<file path="src/rtl/pulse_train_rx_pkg.sv">
// Shared state encoding and width-window derivation for the pulse-train receiver.
package pulse_train_rx_pkg;

   localparam logic [1:0] IDLE = 2'd0;
   localparam logic [1:0] HIGH = 2'd1;
   localparam logic [1:0] LOW  = 2'd2;
   localparam logic [1:0] ERR  = 2'd3;

   function automatic int calc_min(input int half_period, input int tolerance);
      return half_period - tolerance;
   endfunction

   function automatic int calc_max(input int half_period, input int tolerance);
      return half_period + tolerance;
   endfunction

   // One clock beyond the longest legal low half-period marks the end of a burst.
   function automatic int calc_gap(input int half_period, input int tolerance);
      return half_period + tolerance + 1;
   endfunction

   function automatic int cnt_width(input int max_val);
      return (max_val < 1) ? 1 : $clog2(max_val + 1);
   endfunction

endpackage

</file>
<file path="src/rtl/pulse_train_rx_sync_2ff.sv">
// Two-flop synchroniser for a single asynchronous level; clears to 0 on rst_n.
module sync_2ff (
   input  logic clk,
   input  logic rst_n,
   input  logic d,
   output logic q
);

   logic meta;

   always_ff @(posedge clk or negedge rst_n) begin
      if (!rst_n) begin
         meta <= 1'b0;
         q    <= 1'b0;
      end else begin
         meta <= d;
         q    <= meta;
      end
   end

endmodule

</file>
<file path="src/rtl/pulse_train_rx.sv">
// Pulse-train receiver: checks high/low widths of each pulse, strobes valid or err per burst.
// Define PULSE_TRAIN_RX_STATS_EN to add saturating ok_count / err_count outputs.
//
// state | meaning
// IDLE  | waiting for the first rise of a burst
// HIGH  | timing a high half-period
// LOW   | timing a low half-period, or the closing idle gap after the last pulse
// ERR   | malformed burst seen; waiting for GAP consecutive low cycles
module pulse_train_rx
   import pulse_train_rx_pkg::*;
#(
   parameter int CLKS_PER_HALF_PERIOD = 2,
   parameter int PULSES               = 3,
   parameter int TOLERANCE            = 1
) (
   input  logic        clk,
   input  logic        rst_n,
   input  logic        in,
   output logic        valid,
   output logic        err,
   output logic        busy
`ifdef PULSE_TRAIN_RX_STATS_EN
   ,
   output logic [15:0] ok_count,
   output logic [15:0] err_count
`endif
);

   localparam int MIN_W  = calc_min(CLKS_PER_HALF_PERIOD, TOLERANCE);
   localparam int MAX_W  = calc_max(CLKS_PER_HALF_PERIOD, TOLERANCE);
   localparam int GAP_W  = calc_gap(CLKS_PER_HALF_PERIOD, TOLERANCE);
   localparam int WCNT_W = cnt_width(GAP_W);
   localparam int PCNT_W = cnt_width(PULSES);

   localparam logic [WCNT_W-1:0] MIN_C     = WCNT_W'(MIN_W);
   localparam logic [WCNT_W-1:0] GAP_C     = WCNT_W'(GAP_W);
   localparam logic [WCNT_W-1:0] WCNT_ONE  = 1;
   localparam logic [WCNT_W:0]   MAX_X     = (WCNT_W + 1)'(MAX_W);
   localparam logic [WCNT_W:0]   GAP_X     = (WCNT_W + 1)'(GAP_W);
   localparam logic [WCNT_W:0]   WCNT_ONEX = 1;
   localparam logic [PCNT_W-1:0] PULSES_C  = PCNT_W'(PULSES);
   localparam logic [PCNT_W-1:0] PCNT_ONE  = 1;

   if (TOLERANCE < 0 || TOLERANCE >= CLKS_PER_HALF_PERIOD || PULSES < 1) begin : g_param_check
      $error("pulse_train_rx: requires 0 <= TOLERANCE < CLKS_PER_HALF_PERIOD and PULSES >= 1");
   end

   logic              in_sync;
   logic              in_d;
   logic              rise;
   logic              fall;
   logic [1:0]        state;
   logic [1:0]        state_nxt;
   logic [WCNT_W-1:0] wcnt;
   logic [WCNT_W-1:0] wcnt_nxt;
   logic [WCNT_W-1:0] wcnt_sat;
   logic [WCNT_W:0]   wcnt_inc;
   logic [PCNT_W-1:0] pcnt;
   logic [PCNT_W-1:0] pcnt_nxt;
   logic              valid_nxt;
   logic              err_nxt;
   logic              too_long;
   logic              last_pulse;

   sync_2ff u_sync (
      .clk   (clk),
      .rst_n (rst_n),
      .d     (in),
      .q     (in_sync)
   );

   assign rise = in_sync & ~in_d;
   assign fall = ~in_sync & in_d;

   // wcnt lags the true level age by one, so wcnt_inc is the width including this cycle.
   assign wcnt_inc   = {1'b0, wcnt} + WCNT_ONEX;
   assign wcnt_sat   = (wcnt == GAP_C) ? wcnt : wcnt_inc[WCNT_W-1:0];
   assign too_long   = (wcnt_inc > MAX_X);
   assign last_pulse = (pcnt == PULSES_C);

   always_comb begin
      state_nxt = state;
      wcnt_nxt  = wcnt;
      pcnt_nxt  = pcnt;
      valid_nxt = 1'b0;
      err_nxt   = 1'b0;
      case (state)
         IDLE: begin
            if (rise) begin
               state_nxt = HIGH;
               wcnt_nxt  = WCNT_ONE;
               pcnt_nxt  = '0;
            end
         end
         HIGH: begin
            if (fall) begin
               if (wcnt < MIN_C) begin
                  state_nxt = ERR;
                  err_nxt   = 1'b1;
                  wcnt_nxt  = '0;
               end else begin
                  state_nxt = LOW;
                  wcnt_nxt  = WCNT_ONE;
                  pcnt_nxt  = pcnt + PCNT_ONE;
               end
            end else if (too_long) begin
               state_nxt = ERR;
               err_nxt   = 1'b1;
               wcnt_nxt  = '0;
            end else begin
               wcnt_nxt = wcnt_sat;
            end
         end
         LOW: begin
            if (rise) begin
               if (last_pulse || (wcnt < MIN_C)) begin
                  state_nxt = ERR;
                  err_nxt   = 1'b1;
                  wcnt_nxt  = '0;
               end else begin
                  state_nxt = HIGH;
                  wcnt_nxt  = WCNT_ONE;
               end
            end else if (!last_pulse && too_long) begin
               state_nxt = ERR;
               err_nxt   = 1'b1;
               wcnt_nxt  = '0;
            end else if (last_pulse && (wcnt == GAP_C)) begin
               state_nxt = IDLE;
               valid_nxt = 1'b1;
               wcnt_nxt  = '0;
            end else begin
               wcnt_nxt = wcnt_sat;
            end
         end
         default: begin
            if (in_sync) begin
               wcnt_nxt = '0;
            end else if (wcnt_inc >= GAP_X) begin
               state_nxt = IDLE;
               wcnt_nxt  = '0;
            end else begin
               wcnt_nxt = wcnt_sat;
            end
         end
      endcase
   end

   always_ff @(posedge clk or negedge rst_n) begin
      if (!rst_n) begin
         state <= IDLE;
         wcnt  <= '0;
         pcnt  <= '0;
         in_d  <= 1'b0;
         valid <= 1'b0;
         err   <= 1'b0;
         busy  <= 1'b0;
      end else begin
         state <= state_nxt;
         wcnt  <= wcnt_nxt;
         pcnt  <= pcnt_nxt;
         in_d  <= in_sync;
         valid <= valid_nxt;
         err   <= err_nxt;
         busy  <= (state_nxt != IDLE);
      end
   end

`ifdef PULSE_TRAIN_RX_STATS_EN
   always_ff @(posedge clk or negedge rst_n) begin
      if (!rst_n) begin
         ok_count  <= '0;
         err_count <= '0;
      end else begin
         if (valid && (ok_count != 16'hFFFF)) ok_count <= ok_count + 16'd1;
         if (err && (err_count != 16'hFFFF)) err_count <= err_count + 16'd1;
      end
   end
`endif

endmodule

</file>
<file path="config.mk">
export PLATFORM = sky130hd
export DESIGN_NAME = pulse_train_rx
export DESIGN_NICKNAME = d
export VERILOG_FILES = /design/src/rtl/pulse_train_rx_pkg.sv /design/src/rtl/pulse_train_rx_sync_2ff.sv /design/src/rtl/pulse_train_rx.sv
export SDC_FILE = /design/constraint.sdc
export NUM_CORES = 1
export LEC_CHECK = 0
export BUFFER_PORTS_ARGS = -buffer_cell sky130_fd_sc_hd__buf_2
export CAP_MARGIN = 30
export CORE_UTILIZATION = 65
export CTS_BUF_LIST = sky130_fd_sc_hd__clkbuf_2 sky130_fd_sc_hd__clkbuf_4 sky130_fd_sc_hd__clkbuf_8
export DETAILED_ROUTE_END_ITERATION = 16
export MAX_ROUTING_LAYER = met4
export PLACE_DENSITY = 0.85
export SLEW_MARGIN = 5
export SYNTH_ARGS = -nofsm -noshare
export SYNTH_HDL_FRONTEND = slang
export SYNTH_SLANG_ARGS = --single-unit
</file>
<file path="constraint.sdc">
create_clock -name clk -period 3.55 [get_ports clk]
set_input_delay 0.355 -clock clk [delete_from_list [all_inputs] [get_ports clk]]
set_output_delay 0.355 -clock clk [all_outputs]
set_load 0.1 [all_outputs]
</file>
* Word-level counts from Yosys, hierarchy flattened
Cells that the tools add are included.
Word-level totals: flip-flop bits (word level) 13, output and inout bits 3, logic and storage cells 71
Cells by class: $add $sub $neg 2, magnitude comparators 3, equal/unequal tests 7, mux-type cells 38, bitwise logic cells 4, reductions and logical operators 8
Operator list (number):
- 3-bit 2-to-1 mux | 9
- 2-bit 2-to-1 mux | 12
- 1-bit 2-to-1 mux | 13
- 3-bit case mux with 3 select lines | 1
- 2-bit != test, second input constant | 3
- 2-bit case mux with 3 select lines | 1
- 3-bit by 1-bit adder with 4-bit output, second input constant | 1
- 2-bit equality test, second input constant | 2
- 4-bit by 3-bit >= comparator with 1-bit output, second input constant | 1
- 4-bit by 2-bit greater-than comparator with 1-bit output, second input constant | 1
- 2-bit case mux with 2 select lines | 1
- 4-bit AND reduction | 1
- 2-bit nonzero test | 2
- 3-bit equality test, second input constant | 1
- 3-bit by 1-bit less-than comparator with 1-bit output, second input constant | 1
- 2-bit by 1-bit adder with 2-bit output, second input constant | 1
- 1-bit AND | 2
- 2-bit by 1-bit equality test with 1-bit output, second input constant | 1
- 1-bit logical AND | 2
- 2-bit zero test | 1
- 1-bit inverter | 2
- 1-bit case mux with 2 select lines | 1
- 1-bit zero test | 1
- 1-bit logical OR | 1

* Longest topological paths before layout
Gate-level depths: netlist (run 1).
depth in word-level cells 7, mapped depth 7

* Modules after synthesis
Synthesis (run 1) repeated with hierarchy kept, for this count alone.
Unflattened totals: cell total of the unflattened synthesis 106, area, all modules 920.9 µm²
Modules (own cells, without submodules):
- pulse_train_rx | instances 1, cells an instance 104, area each 870.8 µm², sequential area each 275.3 µm²
- sync_2ff | instances 1, cells an instance 2, area each 50.0 µm², sequential area each 50.0 µm²

* Worst setup path before layout (run 1)
No wires, ideal clock.
path type reg2reg, from register wcnt[0], to register busy, library setup time 0.124 ns, arrival time 1.509 ns, required time 3.426 ns, setup slack 1.917 ns, stages on the path, launching flop included 7, clock period less this slack 1.633 ns, path through dfrtp_1 > ha_1 > and2_4 > a2111oi_2 > a41o_1 > o211ai_2 > or2_1
On the way: longest elaborated chain between the ends 7, elaborated cells on any way between the ends 19, those cells by class add/sub (1); order compare (3); eq/ne (1); mux (10); reduce/logical (4)
RTL lines:
- start: declaration | line pulse_train_rx.sv:54 | logic [WCNT_W-1:0] wcnt;
- start signal: assignment | line pulse_train_rx.sv:160 | wcnt <= wcnt_nxt;
- 3-bit by 1-bit adder with 4-bit output or 3-bit equality test (tied branches) | line pulse_train_rx.sv:76, pulse_train_rx.sv:128
- 4-bit by 2-bit greater-than comparator with 1-bit output or 1-bit logical AND (tied branches) | line pulse_train_rx.sv:78, pulse_train_rx.sv:128
- 1-bit logical AND or 2-bit 2-to-1 mux (tied branches) | line pulse_train_rx.sv:124, pulse_train_rx.sv:128
- 2-bit 2-to-1 mux | line pulse_train_rx.sv:124 | end else if (!last_pulse && too_long) begin
- 2-bit 2-to-1 mux | line pulse_train_rx.sv:115 | if (rise) begin
- 2-bit case mux with 3 select lines * | line pulse_train_rx.sv:87 | case (state)
- via state_nxt[1] | line pulse_train_rx.sv:53 | logic [1:0] state_nxt;
- 2-bit nonzero test * | line pulse_train_rx.sv:165 | busy <= (state_nxt != IDLE);
- end signal: assignment | line pulse_train_rx.sv:165
- end: declaration | line pulse_train_rx.sv:21 | output logic busy
The timed path passes the listed nets; every way through them passes the cells marked *. A chain may end at the register's enable or synchronous reset.

* Worst setup path in the final report (run 1)
from register state[1], to register busy
On the way: longest elaborated chain between the ends 5, elaborated cells on any way between the ends 13, those cells by class eq/ne (2); mux (9); reduce/logical (2)
RTL lines:
- start: declaration | line pulse_train_rx.sv:52 | logic [1:0] state;
- start signal: assignment | line pulse_train_rx.sv:159 | state <= state_nxt;
- 2-bit 2-to-1 mux | line pulse_train_rx.sv:128 | end else if (last_pulse && (wcnt == GAP_C)) begin
- 2-bit 2-to-1 mux | line pulse_train_rx.sv:124
- 2-bit 2-to-1 mux | line pulse_train_rx.sv:115
- 2-bit case mux with 3 select lines * | line pulse_train_rx.sv:87
- via state_nxt[1] | line pulse_train_rx.sv:53
- 2-bit nonzero test * | line pulse_train_rx.sv:165
Marks and branches as above.

==> results.sh, run 1 <==
export IMPL_max_cap_violations=0
export IMPL_synth_compound_area_share_pct=31.02
export IMPL_track_usage_pct=32.63
export IMPL_start_kind="register"
export IMPL_synth_cell_area_um2=899.6
export IMPL_slowest_stage="dfrtp_1"
export IMPL_synth_xor_area_share_pct=0.9736
export IMPL_synth_top_family_by_area="compound AO/OA/AOI/OAI gates"
export IMPL_clock_latency_ns=0.28
export IMPL_yosys_area_share_simple_pct=19.05
export IMPL_ir_worst_vdd_mv=0.4590
export IMPL_dieArea_um2=1537
export IMPL_grt_pass1_wl_um=3174
export IMPL_pre_cts_ws_ns=1.697
export IMPL_grt_max_degree=14
export IMPL_cts_buffers=3
export IMPL_multi_input_comb_area_um2=546.8
export IMPL_fin_tns_setup_ns=0
export IMPL_post_route_util_pct=74.71
export IMPL_drtPass1Iterations=4
export IMPL_ys_flop_type="dfrtp_1"
export IMPL_rows=13
export IMPL_syn_area_per_cell_um2=9.180
export IMPL_worst_ep_required_time_ns=3.72
export IMPL_hold_class="in -> reg"
export IMPL_core_area_um2=1301
export IMPL_power_mw=0.8267
export IMPL_start_util_pct=69.13
export IMPL_setup_ws_ns=1.665
export IMPL_cts_sinks=13
export IMPL_grt_pass1_vias=694
export IMPL_synth_mux_area_fraction_pct=0
export IMPL_tritoncts="built"
export IMPL_tightest_slew_ns=0.6083
export IMPL_wire_per_inst_um=16.93
export IMPL_routed_wl_um=2048
export IMPL_register_area_um2=325.3
export IMPL_synth_seq_cells=13
export IMPL_crit_path_max_incr_delay_ns=0.39
export IMPL_hold_viol_final=0
export IMPL_crit_fanout=9
export IMPL_drt_iter0_markers=37
export IMPL_fp_dieH_um=39.20
export IMPL_vias=803
export IMPL_pin_count=6
export IMPL_synth_cells=98
export IMPL_status="completed"
export IMPL_instances_no_fill=121
export IMPL_antennaDiodeCount=0
export IMPL_relSlewSlack_pct=59.23
export IMPL_min_period_ns=1.885
export IMPL_crit_path_cell_trace="ha_1 -> inv_1 -> a2111oi_2 -> a41o_1 -> o211ai_2 -> or2_1"
export IMPL_grt_overflow_total=0
export IMPL_portBuffers=5
export IMPL_p_per_area_nw_per_um2=850.4
export IMPL_cts_buffer_depth=2
export IMPL_syn_to_final_growth_pct=8.067
export IMPL_ys_seq_area_share_pct=36.16
export IMPL_root_buffer="clkbuf_4"
export IMPL_nets=117
export IMPL_cp_end_kind="register"
export IMPL_synthesis_nets=108
export IMPL_synth_edf_count=0
export IMPL_ys_types=35
export IMPL_clk_pin_slew_ns=0.08
export IMPL_max_clock_freq_mhz=530.5
export IMPL_postRouteAntennaNets=0
export IMPL_rsz0062_at_grt="no"
export IMPL_antenna_found_initial=0
export IMPL_p_leak_nw=0.4302
export IMPL_dp_hpwl_um=1480
export IMPL_setup_viol=0
export IMPL_synth_fa_ha_area_share_pct=9.736
export IMPL_async_flop_share_pct=100.0
export IMPL_cts_setup_buffers=0
export IMPL_ctsHtreeMaxLevel=1
export IMPL_die_w_um=39.20
export IMPL_cp_arrival_ns=2.06
export IMPL_drc=0
export IMPL_dp_cells=116
export IMPL_crit_type="reg -> reg"
export IMPL_fillers=91
export IMPL_via_per_inst=6.636
export IMPL_yosysWarnings=0
export IMPL_layout_worst_path_cycle_share_pct=53.10
export IMPL_gp_congestion=0.9467
export IMPL_slew_violations=0
export IMPL_layout_drive_gt1_share_pct=15.09
export IMPL_skew_ns=0.002298
layout make-up:
type,count,area share [%]
Clock buffer,3,2.317
Multi-Input combinational cell,78,56.24
Timing Repair Buffer,6,3.604
Sequential cell,13,33.46
Inverter,5,1.931
Tap cell,15,1.931
Clock inverter,1,0.5148
stage by stage:
stage / area (µm²) / hold WS (ns)
global route: 972.2 / 0.1638
CTS: 972.2 / 0.1689
detailed placement: 934.6 / 0.2597
floorplan: 899.6 / 0.05941
global placement: 934.6 / 0.2521
finish: 972.2 / 0.1753
cells in the final DEF (no fill, tap or decap), types with 3 or more instances in the layout:
cell type  netlist  final
dfrtp_1         13     13
nand2_1         10     10
nor2_1           8      8
ha_1             7      7
a21oi_1          6      6
inv_1            5      5
nor2b_1          5      5
o21ai_0          5      5
buf_2            1      5
nand3_1          4      4
a22o_1           3      3
clkbuf_4         0      3
routing by layer:
metal	vias to the layer above	routed length [µm]	GRT usage (%)
li1	387	-	-
met1	355	855	40.71
met2	52	926	46.25
met3	9	206	9.827
met4	0	59	18.97
met5	-	0	-
worst max-delay path: cells and delay by family (launching register included):
kind | cells | cell delay, ns
buffers and inverters | 1 | 0.19
AO/OA/AOI/OAI | 3 | 0.60
flip-flops | 1 | 0.39
AND/OR/NAND/NOR | 1 | 0.22
adder cells (fa/ha/maj) | 1 | 0.37
sequential cells by signal, summed over array words and instances, names as in the netlist:
name	cells
wcnt	3
in_d	1
state	2
pcnt	2
valid	1
u_sync.meta	1
busy	1
err	1
u_sync.q	1
cell families (layout without fill, tap and decap cells):
family | count (synthesis) | in the layout
adder cells (fa/ha/maj) | 7 | 7
flip-flops | 13 | 13
AO/OA/AOI/OAI | 36 | 36
XOR/XNOR | 1 | 1
AND/OR/NAND/NOR | 34 | 34
buffers and inverters | 7 | 15
Yosys cell counts, drive strengths merged (2+ instances only):
master,count,area (µm²)
o211ai,3,27.52
o22ai,3,25.02
a21oi,6,30.03
o21ai,5,25.02
and2,2,15.02
nand3,4,20.02
nand2,10,37.54
a2bb2oi,2,17.52
a31oi,2,12.51
a41o,2,20.02
dfrtp,13,325.3
nor2b,5,31.28
a22o,3,26.28
nor2,8,30.03
inv,5,18.77
nand2b,3,21.27
ha,7,87.58
a221oi,2,17.52
power breakdown:
| group | total (mW) | switching, mW | internal (mW) | leakage, nW |
|---|---|---|---|---|
| sequential | 0.228 | 0.0381 | 0.190 | 0.165 |
| combinational | 0.507 | 0.316 | 0.191 | 0.247 |
| clock | 0.0915 | 0.0497 | 0.0419 | 0.0177 |
worst paths after layout:
| path | slack [ns] | endpoint | depth (start not counted) | startpoint |
|---|---|---|---|---|
| setup / recovery | 1.66 | busy | 6 | state[1] |
| hold / removal | 0.18 | u_sync.meta | 1 | in |
| setup reg to reg | 1.66 | busy | 6 | state[1] |
| hold reg to reg | 0.37 | u_sync.q | 0 | u_sync.meta |
| max in group asynchronous | 2.84 | wcnt[1] | 2 | rst_n |
| min in group asynchronous | 0.48 | busy | 2 | rst_n |
repair_timing:
item | 4_1_cts | 5_1_grt
hold buffers | 1 | 0
gates resized for setup | 0 | 0
hold endpoints to repair | 13 | 0
Power figures use the tool's default switching activity.
==> inputs of run 2 (changes only) <==
--- a/config.mk
+++ b/config.mk
@@ -7,11 +7,12 @@
 export LEC_CHECK = 0
 export BUFFER_PORTS_ARGS = -buffer_cell sky130_fd_sc_hd__buf_2
 export CAP_MARGIN = 30
-export CORE_UTILIZATION = 65
+export CORE_ASPECT_RATIO = 1.1
+export CORE_UTILIZATION = 55
 export CTS_BUF_LIST = sky130_fd_sc_hd__clkbuf_2 sky130_fd_sc_hd__clkbuf_4 sky130_fd_sc_hd__clkbuf_8
 export DETAILED_ROUTE_END_ITERATION = 16
 export MAX_ROUTING_LAYER = met4
-export PLACE_DENSITY = 0.85
+export PLACE_DENSITY = 0.76
 export SLEW_MARGIN = 5
 export SYNTH_ARGS = -nofsm -noshare
 export SYNTH_HDL_FRONTEND = slang
==> constraint.sdc (replaced) <==
create_clock -name clk -period 1.7 [get_ports clk]
set_input_delay 0.17 -clock clk [delete_from_list [all_inputs] [get_ports clk]]
set_output_delay 0.17 -clock clk [all_outputs]
set_load 0.1 [all_outputs]
==> run 2 against run 1 <==
Effect of this change: worst hold slack gained 0.11 ns; largest cell class unchanged; first-iteration DRC count down 11%; sequential power grew 110%; critical path type unchanged; non-clock buffer count grew 19; core utilization rose by 6.7 points; the flow now finishes with violations (setup timing); global-route usage shrank 2.1 points; clock power up 140%; via count up 16%; sequential cell count is the same; clock skew increased by 0.00087 ns.
==> results.sh, run 2 (same netlist as run 1, synthesis figures left out) <==
export IMPL_crit_path_max_incr_delay_ns=0.44
export IMPL_hold_viol_final=0
export IMPL_nets=136
export IMPL_drt_iter0_markers=33
export IMPL_rsz0062_at_grt="yes"
export IMPL_cts_buffers=3
export IMPL_tritoncts="built"
export IMPL_ctsHtreeMaxLevel=1
export IMPL_violations="setup timing"
export IMPL_crit_start="state[0]"
export IMPL_p_per_area_nw_per_um2=1773
export IMPL_drtPass1Iterations=4
export IMPL_pre_cts_ws_ns=-0.03846
export IMPL_power_mw=2.099
export IMPL_worst_ep_required_time_ns=1.88
export IMPL_path_buf_inv=1
export IMPL_crit_type="reg -> reg"
export IMPL_grt_pass1_wl_um=3629
export IMPL_mostFrequentLayoutCells="buf_4, dfrtp_1, nand2_1, nor2_1, a21oi_1"
export IMPL_cp_arrival_ns=2.02
export IMPL_crit_fanout=8
export IMPL_largest_register_ffs=3
export IMPL_max_clock_freq_mhz=545.2
export IMPL_dp_hpwl_um=1673
export IMPL_setup_ws_ns=-0.1340
export IMPL_place_area_um2=1064
export IMPL_r2r_start="state[0]"
export IMPL_min_period_ns=1.834
export IMPL_track_usage_pct=30.49
export IMPL_setup_viol=1
export IMPL_drc=0
export IMPL_status="finished, violations left"
export IMPL_routed_wl_um=2610
export IMPL_slew_violations=0
export IMPL_grt_max_degree=14
export IMPL_antennaDiodeCount=0
export IMPL_syn_to_final_growth_pct=31.57
export IMPL_fp_dieH_um=44.42
export IMPL_pin_count=6
export IMPL_start_util_pct=61.88
export IMPL_grt_pass1_vias=857
export IMPL_portBuffers=5
export IMPL_fillers=86
export IMPL_rr_worst_depth=6
export IMPL_crit_end="busy"
export IMPL_grt_overflow_total=0
export IMPL_p_leak_nw=0.5210
export IMPL_rows=14
export IMPL_clk_pin_slew_ns=0.09
export IMPL_root_buffer="clkbuf_4"
export IMPL_postRouteAntennaNets=0
export IMPL_via_per_inst=6.596
export IMPL_skew_ns=0.003165
export IMPL_largest_register="wcnt"
export IMPL_cp_end_kind="register"
export IMPL_cts_buffer_depth=2
export IMPL_cts_sinks=13
export IMPL_layout_drive_gt1_share_pct=36.80
export IMPL_cp_depth=6
export IMPL_start_kind="register"
export IMPL_fin_tns_setup_ns=-0.1340
export IMPL_gp_congestion=0.8492
export IMPL_path_delay_family="compound AO/OA/AOI/OAI gates"
export IMPL_wire_per_inst_um=18.51
export IMPL_rr_endpoint="busy"
export IMPL_crit_path_cell_trace="ha_1 -> buf_4 -> a21oi_1 -> a2bb2oi_1 -> o211ai_2 -> or2_1"
export IMPL_reg2reg_slack_ns=-0.13
export IMPL_post_route_util_pct=81.41
export IMPL_max_cap_violations=0
export IMPL_antenna_found_initial=0
export IMPL_die_w_um=40.56
export IMPL_layout_worst_path_cycle_share_pct=107.9
export IMPL_tightest_slew_ns=0.4885
export IMPL_layout_commonest_cell="buf_4"
export IMPL_clock_latency_ns=0.29
export IMPL_fin_area_um2=1184
export IMPL_hold_class="in -> async"
export IMPL_dieArea_um2=1801
export IMPL_ir_worst_vdd_mv=1.122
export IMPL_core_area_um2=1454
export IMPL_top_regs="wcnt x3, pcnt x2, state x2"
export IMPL_vias=930
export IMPL_relSlewSlack_pct=67.65
export IMPL_slowest_stage="dfrtp_1"
==> run 2: cell types whose count changed in the layout (fill, tap and decap cells not counted), sizes merged <==
cell and delta:
buf +18, dlygate4sd3 +1, clkinv -1, clkbuf +1
==> run 2: worst register-to-register path, cell delays in order, from the launching register on <==
cell and delay, ns:
dfrtp_1 0.44, ha_1 0.24, buf_4 0.17, a21oi_1 0.19
a2bb2oi_1 0.35, o211ai_2 0.12, or2_1 0.22
==> run 2: worst min path at each step <==
stage,start,to,slack (ns),cells past startpoint
final,rst_n,pcnt[1],0.29,2
after global routing,rst_n,wcnt[2],0.35,2
after CTS,rst_n,busy,0.30,2
after detailed placement,rst_n,wcnt[2],0.08,1
after global placement,rst_n,wcnt[2],0.07,1
after floorplan,rst_n,busy,-0.13,0
==> run 2: final cells by class <==
class	count	area, µm²	area share [%]
Timing Repair Buffer	25	180.2	15.22
Clock buffer	4	30.03	2.537
Multi-Input combinational cell	78	608.1	51.37
Sequential cell	13	326.6	27.59
Tap cell	16	20.02	1.691
Inverter	5	18.77	1.586
==> run 2: what timing repair did <==
action / in CTS / in global routing
endpoints found under the setup margin: 1 / 7
pin swaps: 1 / 3
resized for setup: 4 / 11
setup buffers: 1 / 0
endpoints found under the hold margin: 14 / 0
gates cloned: 0 / 0
hold buffers: 2 / 0
==> run 2: routing by layer <==
layer  vias to the layer above  GRT usage [%]  part of all wire [%]
met5                         -              -                     0
met4                         0          11.33                   3.5
met3                        13          4.523                   5.2
met2                        44          48.89                    50
met1                       452          37.74                    41
li1                        421              -                     -
==> run 2: per-stage QoR <==
stage,hold WS [ns],std cells
final,0.2896,141
after global routing,0.3482,141
after CTS,0.2979,141
after detailed placement,0.07587,134
after global placement,0.07110,134
after floorplan,-0.1256,98
==> run 2: report_power, final <==
part	total [mW]	internal [mW]	switching, mW
clock	0.223	0.107	0.116
combinational	1.39	0.611	0.783
sequential	0.482	0.399	0.0827
total	2.10	1.12	0.982
